### config.mk
export PLATFORM = sky130hd
export DESIGN_NAME = axi_dma_wr_engine
export DESIGN_NICKNAME = d
export VERILOG_FILES = /design/src/rtl/axi_dma_wr_engine.sv
export SDC_FILE = /design/constraint.sdc
export NUM_CORES = 1
export LEC_CHECK = 0
export ABC_AREA = 1
export BUFFER_PORTS_ARGS = -buffer_cell sky130_fd_sc_hd__buf_2
export CAP_MARGIN = 5
export CORE_MARGIN = 4
export CORE_UTILIZATION = 53
export DETAILED_ROUTE_END_ITERATION = 10
export PLACE_DENSITY = 0.75
export SLEW_MARGIN = 15
export SYNTH_ARGS = -nofsm -noshare
export SYNTH_HDL_FRONTEND = slang
export SYNTH_SLANG_ARGS = --single-unit
export TNS_END_PERCENT = 100
### constraint.sdc
create_clock -name clk -period 3.9 [get_ports clk]
set_input_delay 0.195 -clock clk [delete_from_list [all_inputs] [get_ports clk]]
set_output_delay 0.195 -clock clk [all_outputs]
set_load 0.1 [all_outputs]
### src/rtl/axi_dma_wr_engine.sv
// AXI4 write-channel DMA master.
// Pulls num_trans 32-bit words one at a time from a producer and writes them
// to memory from mem_start_addr in INCR bursts of at most 16 beats. Only one
// burst is outstanding, and only one beat is in flight.
module axi_dma_wr_engine #(
    parameter int BITS_TRANS     = 18,
    parameter int OUT_BITS_TRANS = 13,
    parameter int AXI_WIDTH_USER = 1,
    parameter int AXI_WIDTH_ID   = 4,
    parameter int AXI_WIDTH_AD   = 32,
    parameter int AXI_WIDTH_DA   = 32,
    parameter int AXI_WIDTH_DS   = AXI_WIDTH_DA / 8
) (
    input  logic                      clk,
    input  logic                      rstn,
    // AW channel
    output logic                      M_AWVALID,
    input  logic                      M_AWREADY,
    output logic [AXI_WIDTH_AD-1:0]   M_AWADDR,
    output logic [7:0]                M_AWLEN,
    output logic [AXI_WIDTH_ID-1:0]   M_AWID,
    output logic [2:0]                M_AWSIZE,
    output logic [1:0]                M_AWBURST,
    output logic [1:0]                M_AWLOCK,
    output logic [3:0]                M_AWCACHE,
    output logic [2:0]                M_AWPROT,
    output logic [3:0]                M_AWQOS,
    output logic [3:0]                M_AWREGION,
    output logic [AXI_WIDTH_USER-1:0] M_AWUSER,
    // W channel
    output logic                      M_WVALID,
    input  logic                      M_WREADY,
    output logic [AXI_WIDTH_DA-1:0]   M_WDATA,
    output logic [AXI_WIDTH_DS-1:0]   M_WSTRB,
    output logic                      M_WLAST,
    output logic [AXI_WIDTH_ID-1:0]   M_WID,
    output logic [AXI_WIDTH_USER-1:0] M_WUSER,
    // B channel
    input  logic                      M_BVALID,
    output logic                      M_BREADY,
    input  logic [1:0]                M_BRESP,
    input  logic [AXI_WIDTH_ID-1:0]   M_BID,
    input  logic [AXI_WIDTH_USER-1:0] M_BUSER,
    // control and producer side
    input  logic                      ap_start,
    output logic                      ap_done,
    input  logic [BITS_TRANS-1:0]     num_trans,
    input  logic [AXI_WIDTH_AD-1:0]   mem_start_addr,
    input  logic [AXI_WIDTH_DA-1:0]   indata,
    output logic                      indata_req_o,
    input  logic                      buff_valid,
    output logic                      fail_check
);

    localparam int BURST_MAX = 16;
    localparam int SIZE_LOG2 = $clog2(AXI_WIDTH_DS);

    typedef enum logic [2:0] {
        S_IDLE = 3'd0,
        S_ADDR = 3'd1,
        S_REQ  = 3'd2,
        S_CAP  = 3'd3,
        S_DATA = 3'd4,
        S_RESP = 3'd5,
        S_DONE = 3'd6
    } state_t;

    state_t                    r_state;
    logic [BITS_TRANS-1:0]     r_remain;
    logic [AXI_WIDTH_AD-1:0]   r_addr;
    logic [OUT_BITS_TRANS-1:0] r_bursts;
    logic [4:0]                r_blen;
    logic [4:0]                r_beat;
    logic                      r_awvalid;
    logic [AXI_WIDTH_AD-1:0]   r_awaddr;
    logic [7:0]                r_awlen;
    logic                      r_wvalid;
    logic [AXI_WIDTH_DA-1:0]   r_wdata;
    logic                      r_wlast;
    logic                      r_bready;
    logic                      r_done;
    logic                      r_fail;

    logic [4:0]                w_start_blen;
    logic [BITS_TRANS:0]       w_nburst_full;
    logic [OUT_BITS_TRANS-1:0] w_start_bursts;
    logic [BITS_TRANS-1:0]     w_remain_nxt;
    logic [AXI_WIDTH_AD-1:0]   w_addr_nxt;
    logic [4:0]                w_next_blen;
    logic                      w_last_beat;
    logic                      w_unused;

    // Burst sizing for the first burst and for the burst after each response.
    assign w_start_blen   = (num_trans >= BITS_TRANS'(BURST_MAX)) ? 5'd16 : num_trans[4:0];
    assign w_nburst_full  = {1'b0, num_trans} + (BITS_TRANS+1)'(BURST_MAX - 1);
    assign w_start_bursts = w_nburst_full[OUT_BITS_TRANS+3:4];
    assign w_remain_nxt   = r_remain - BITS_TRANS'(r_blen);
    assign w_addr_nxt     = r_addr + (AXI_WIDTH_AD'(r_blen) << SIZE_LOG2);
    assign w_next_blen    = (w_remain_nxt >= BITS_TRANS'(BURST_MAX)) ? 5'd16 : w_remain_nxt[4:0];
    assign w_last_beat    = (r_beat == (r_blen - 5'd1));

    // B-channel ID/USER are don't-care, as are the dropped bits of the burst count.
    assign w_unused = ^{M_BID, M_BUSER, w_nburst_full[3:0],
                        w_nburst_full[BITS_TRANS:OUT_BITS_TRANS+4]};

    // The request is gated by buff_valid in the same cycle so the producer is
    // never asked for a word it does not have; the word arrives in CAP.
    assign indata_req_o = (r_state == S_REQ) & buff_valid;

    assign M_AWVALID  = r_awvalid;
    assign M_AWADDR   = r_awaddr;
    assign M_AWLEN    = r_awlen;
    assign M_AWID     = {AXI_WIDTH_ID{1'b0}};
    assign M_AWSIZE   = 3'(SIZE_LOG2);
    assign M_AWBURST  = 2'b01;
    assign M_AWLOCK   = 2'b00;
    assign M_AWCACHE  = 4'b0000;
    assign M_AWPROT   = 3'b000;
    assign M_AWQOS    = 4'b0000;
    assign M_AWREGION = 4'b0000;
    assign M_AWUSER   = {AXI_WIDTH_USER{1'b0}};
    assign M_WVALID   = r_wvalid;
    assign M_WDATA    = r_wdata;
    assign M_WSTRB    = {AXI_WIDTH_DS{1'b1}};
    assign M_WLAST    = r_wlast;
    assign M_WID      = {AXI_WIDTH_ID{1'b0}};
    assign M_WUSER    = {AXI_WIDTH_USER{1'b0}};
    assign M_BREADY   = r_bready;
    assign ap_done    = r_done;
    assign fail_check = r_fail;

    // Transfer sequencer: outputs are registered on entry to the state that drives them.
    always_ff @(posedge clk or negedge rstn) begin
        if (!rstn) begin
            r_state   <= S_IDLE;
            r_remain  <= {BITS_TRANS{1'b0}};
            r_addr    <= {AXI_WIDTH_AD{1'b0}};
            r_bursts  <= {OUT_BITS_TRANS{1'b0}};
            r_blen    <= 5'd0;
            r_beat    <= 5'd0;
            r_awvalid <= 1'b0;
            r_awaddr  <= {AXI_WIDTH_AD{1'b0}};
            r_awlen   <= 8'd0;
            r_wvalid  <= 1'b0;
            r_wdata   <= {AXI_WIDTH_DA{1'b0}};
            r_wlast   <= 1'b0;
            r_bready  <= 1'b0;
            r_done    <= 1'b0;
            r_fail    <= 1'b0;
        end else begin
            case (r_state)
                S_IDLE: begin
                    if (ap_start) begin
                        r_fail   <= 1'b0;
                        r_remain <= num_trans;
                        r_addr   <= mem_start_addr;
                        r_bursts <= w_start_bursts;
                        if (num_trans == BITS_TRANS'(0)) begin
                            r_done  <= 1'b1;
                            r_state <= S_DONE;
                        end else begin
                            r_awvalid <= 1'b1;
                            r_awaddr  <= mem_start_addr;
                            r_awlen   <= 8'(w_start_blen - 5'd1);
                            r_blen    <= w_start_blen;
                            r_state   <= S_ADDR;
                        end
                    end
                end
                S_ADDR: begin
                    if (M_AWREADY) begin
                        r_awvalid <= 1'b0;
                        r_beat    <= 5'd0;
                        r_state   <= S_REQ;
                    end
                end
                S_REQ: begin
                    if (buff_valid) begin
                        r_state <= S_CAP;
                    end
                end
                S_CAP: begin
                    r_wdata  <= indata;
                    r_wvalid <= 1'b1;
                    r_wlast  <= w_last_beat;
                    r_state  <= S_DATA;
                end
                S_DATA: begin
                    if (M_WREADY) begin
                        r_wvalid <= 1'b0;
                        r_wlast  <= 1'b0;
                        if (w_last_beat) begin
                            r_bready <= 1'b1;
                            r_state  <= S_RESP;
                        end else begin
                            r_beat  <= r_beat + 5'd1;
                            r_state <= S_REQ;
                        end
                    end
                end
                S_RESP: begin
                    if (M_BVALID) begin
                        r_bready <= 1'b0;
                        if (M_BRESP != 2'b00) begin
                            r_fail <= 1'b1;
                        end
                        r_remain <= w_remain_nxt;
                        r_addr   <= w_addr_nxt;
                        r_bursts <= r_bursts - OUT_BITS_TRANS'(1);
                        if (r_bursts == OUT_BITS_TRANS'(1)) begin
                            r_done  <= 1'b1;
                            r_state <= S_DONE;
                        end else begin
                            r_awvalid <= 1'b1;
                            r_awaddr  <= w_addr_nxt;
                            r_awlen   <= 8'(w_next_blen - 5'd1);
                            r_blen    <= w_next_blen;
                            r_state   <= S_ADDR;
                        end
                    end
                end
                S_DONE: begin
                    r_done  <= 1'b0;
                    r_state <= S_IDLE;
                end
                default: begin
                    r_state <= S_IDLE;
                end
            endcase
        end
    end

endmodule

==> reports/results.txt <==
Period minus WS final: 3.23 ns
CTS tree: built
Fraction of layout cells with a size suffix above 1: 20.6%
Max incr delay on CP: 0.40 ns
Synth Register Bits: 152
Least-Margin Pin Slew: 0.819 ns
Post-layout net count: 1,500
Placed cell count: 1,557
Final Instance Count excl. Fillers: 1,620
EDFF count, synth: 0
Slew margin rel.: 45.4%
Most used DFF post-synth: dfrtp_1
Layout fillers: 1,500
Seq/Total Area, Yosys: 41.4%
Commonest cells post-synth: nand2_1, dfrtp_1, o21ai_0
WL per Instance: 15.4 microns
Crit-path cells: inv_1 -> ha_1 -> fa_1 -> inv_1 -> nand2_1 -> nand2_1 -> nand3_2 -> nand2_1 -> xor2_1 -> nand4_1 -> nor2_2 -> nand2_1 -> o21ai_2 -> inv_2 -> ha_1 -> xor2_1 -> nand2_1 -> nand2_1
GRT Total Usage: 25.5%
First-pass GRT wire length: 40,800 microns
Ports: 211
Root Buffer: clkbuf_16
Die Footprint: 19,500 sq um
Mapped Area: 9180 sq um
Critical Path AT: 3.55 ns
Core area: 16,800 sq um
WS Path Type: register to register
Synth area leaders: dfrtp_1, nand2_1, o21ai_0
FFs w/ async S/R, synth: 100%
Avg Vias per Cell: 5.34
Final setup viols: 0
Starting density of the core: 54.8%
Overflow after GRT: 0
DRC viols: 0
Initial antenna violation count: 0
Die Y: 140 microns
Post-Route Skew: 0.0126 ns
Maxcap violations: 0
Slew Viols, Final: 0
Area leader, netlist: dfrtp_1
Status: finished, final reports clean
CTS clk-pin slew, worst paths: 0.07 ns
H-tree depth: 4
Clock latency on the worst-skew pair: 0.44 ns
Final hold violation count: 0
Postcts setup bufs: 0
Routed vias: 8,653
Pre-antenna DRT Iters: 6
# diodes: 0
Routability cong.: 0.915
Maximum fanout along the worst path: 11
CP Capture Type: register
Top-count cell post-synth: nand2_1
Largest net degree at the start of global routing: 89
Die X: 140 microns
Hold Crit Class: input port to register
Routed wire length: 24,900 microns
Syn avg cell area: 7.61 sq um
Critical Path RT: 4.22 ns
Synth-to-layout area growth: 19.1%
Row count: 47
CTS buffer count: 17
Slowest cell on the critical path: fa_1
Synth unique cells: 51
Buffers on Ports: 169
Period utilization: 82.8%
CTS sink count: 152
Final Core Density: 65.2%
Vias in the first global route: 8,334
Clk buf depth: 2
RSZ-0062 raised after global routing: no
Area share of the largest cell type after synthesis: 41.4%
Post-route ant nets: 0
CP most frequent cell: nand2_1
Setup TNS Final: 0 ns
Worst setup SP type: register
Cell count after synthesis: 1,206
Post-DP HPWL: 17,500 microns
Synthesis Warnings: 0
Highest clock rate: 310 MHz
Initial DRC count: 796
area by class of cell:
type | count | area, sq um | area share [%]
well taps | 220 | 275 | 2.52
inverters | 129 | 484 | 4.43
clock buffers | 18 | 429 | 3.93
flip-flops and latches | 152 | 3800 | 34.8
clock inverters | 14 | 155 | 1.42
multi-input cells | 879 | 4550 | 41.6
repair buffers | 208 | 1230 | 11.3
worst max-delay path: cells and delay by family (launching register included):
kind | cells | cell delay, ns
XOR/XNOR | 2 | 0.44
flip-flops | 1 | 0.32
buffers and inverters | 3 | 0.17
AND/OR/NAND/NOR | 9 | 1.10
adder cells (fa/ha/maj) | 3 | 0.87
AO/OA/AOI/OAI | 1 | 0.20
timing repair:
item / in CTS / in global routing
hold endpoints to repair: 117 / 0
hold buffers: 31 / 0
gates resized for setup: 0 / 0
metal layers:
layer	GRT usage (%)	vias to the layer above	wire, microns
met2	39.9	349	11200
met1	36.1	4018	11300
met4	7.09	0	392
met3	5.83	32	2010
met5	0	-	0
li1	-	4254	-
cells by family (layout without fill, tap and decap cells):
group | after synthesis | after routing | share of synthesized area, %
AO/OA/AOI/OAI | 197 | 197 | 11.7
AND/OR/NAND/NOR | 576 | 576 | 27.8
other | 2 | 36 | 0.0818
flip-flops | 152 | 152 | 41.4
adder cells (fa/ha/maj) | 17 | 17 | 2.48
XOR/XNOR | 21 | 21 | 2.00
multiplexers | 32 | 32 | 3.93
buffers and inverters | 209 | 369 | 10.5
registers in the layout, indices dropped and copies added, names as in the netlist:
signal,flops
M_AWADDR,32
M_AWLEN,6
M_AWVALID,1
M_BREADY,1
M_WDATA,32
M_WLAST,1
M_WVALID,1
ap_done,1
fail_check,1
r_addr,32
r_beat,5
r_blen,5
r_bursts,13
r_remain,18
r_state,3
layout by cell type (no fill, tap or decap), types with 6 or more instances in the layout:
| cell type | n |
|---|---|
| a21oi_1 | 36 |
| buf_2 | 168 |
| buf_4 | 7 |
| clkbuf_16 | 17 |
| conb_1 | 36 |
| dfrtp_1 | 152 |
| dlygate4sd3_1 | 31 |
| ha_1 | 15 |
| inv_1 | 120 |
| inv_2 | 9 |
| mux2_2 | 32 |
| nand2_1 | 308 |
| nand2_2 | 7 |
| nand3_1 | 79 |
| nand4_1 | 24 |
| nor2_1 | 85 |
| nor2_2 | 6 |
| nor2_4 | 8 |
| nor3_1 | 28 |
| nor4_1 | 9 |
| o21ai_0 | 121 |
| o21ai_1 | 8 |
| or2_2 | 9 |
| xnor2_1 | 6 |
| xor2_1 | 15 |
final timing paths:
| path | start | end | slack (ns) | cells past startpoint |
|---|---|---|---|---|
| min in group asynchronous | rstn | M_WDATA[29]$_DFFE_PN0P_ | 0.38 | 2 |
| max | r_remain[0]$_DFFE_PN0P_ | M_AWLEN[2]$_DFFE_PN0P_ | 0.67 | 18 |
| min | indata[17] | M_WDATA[17]$_DFFE_PN0P_ | 0.02 | 2 |
| max reg2reg | r_remain[0]$_DFFE_PN0P_ | M_AWLEN[2]$_DFFE_PN0P_ | 0.67 | 18 |
| min reg2reg | M_AWADDR[27]$_DFFE_PN0P_ | M_AWADDR[27]$_DFFE_PN0P_ | 0.48 | 2 |
| max in group asynchronous | rstn | M_AWADDR[22]$_DFFE_PN0P_ | 2.66 | 3 |
per-stage QoR:
| stage | hold slack, ns | setup WS, ns | instance area, sq um |
|---|---|---|---|
| 5_1_grt | 0.0164 | 0.368 | 10900 |
| 2_1_floorplan | -0.101 | 0.273 | 9310 |
| 4_1_cts | 0.00316 | 0.715 | 10900 |
| 6_report | 0.0190 | 0.671 | 10900 |
| 3_3_place_gp | 0.330 | 0.820 | 10000 |
| 3_5_place_dp | 0.325 | 0.721 | 10000 |
Power is left out: the tool's default activity adds up to more than one toggle a clock period on the data nets, which glitch-free logic cannot reach.
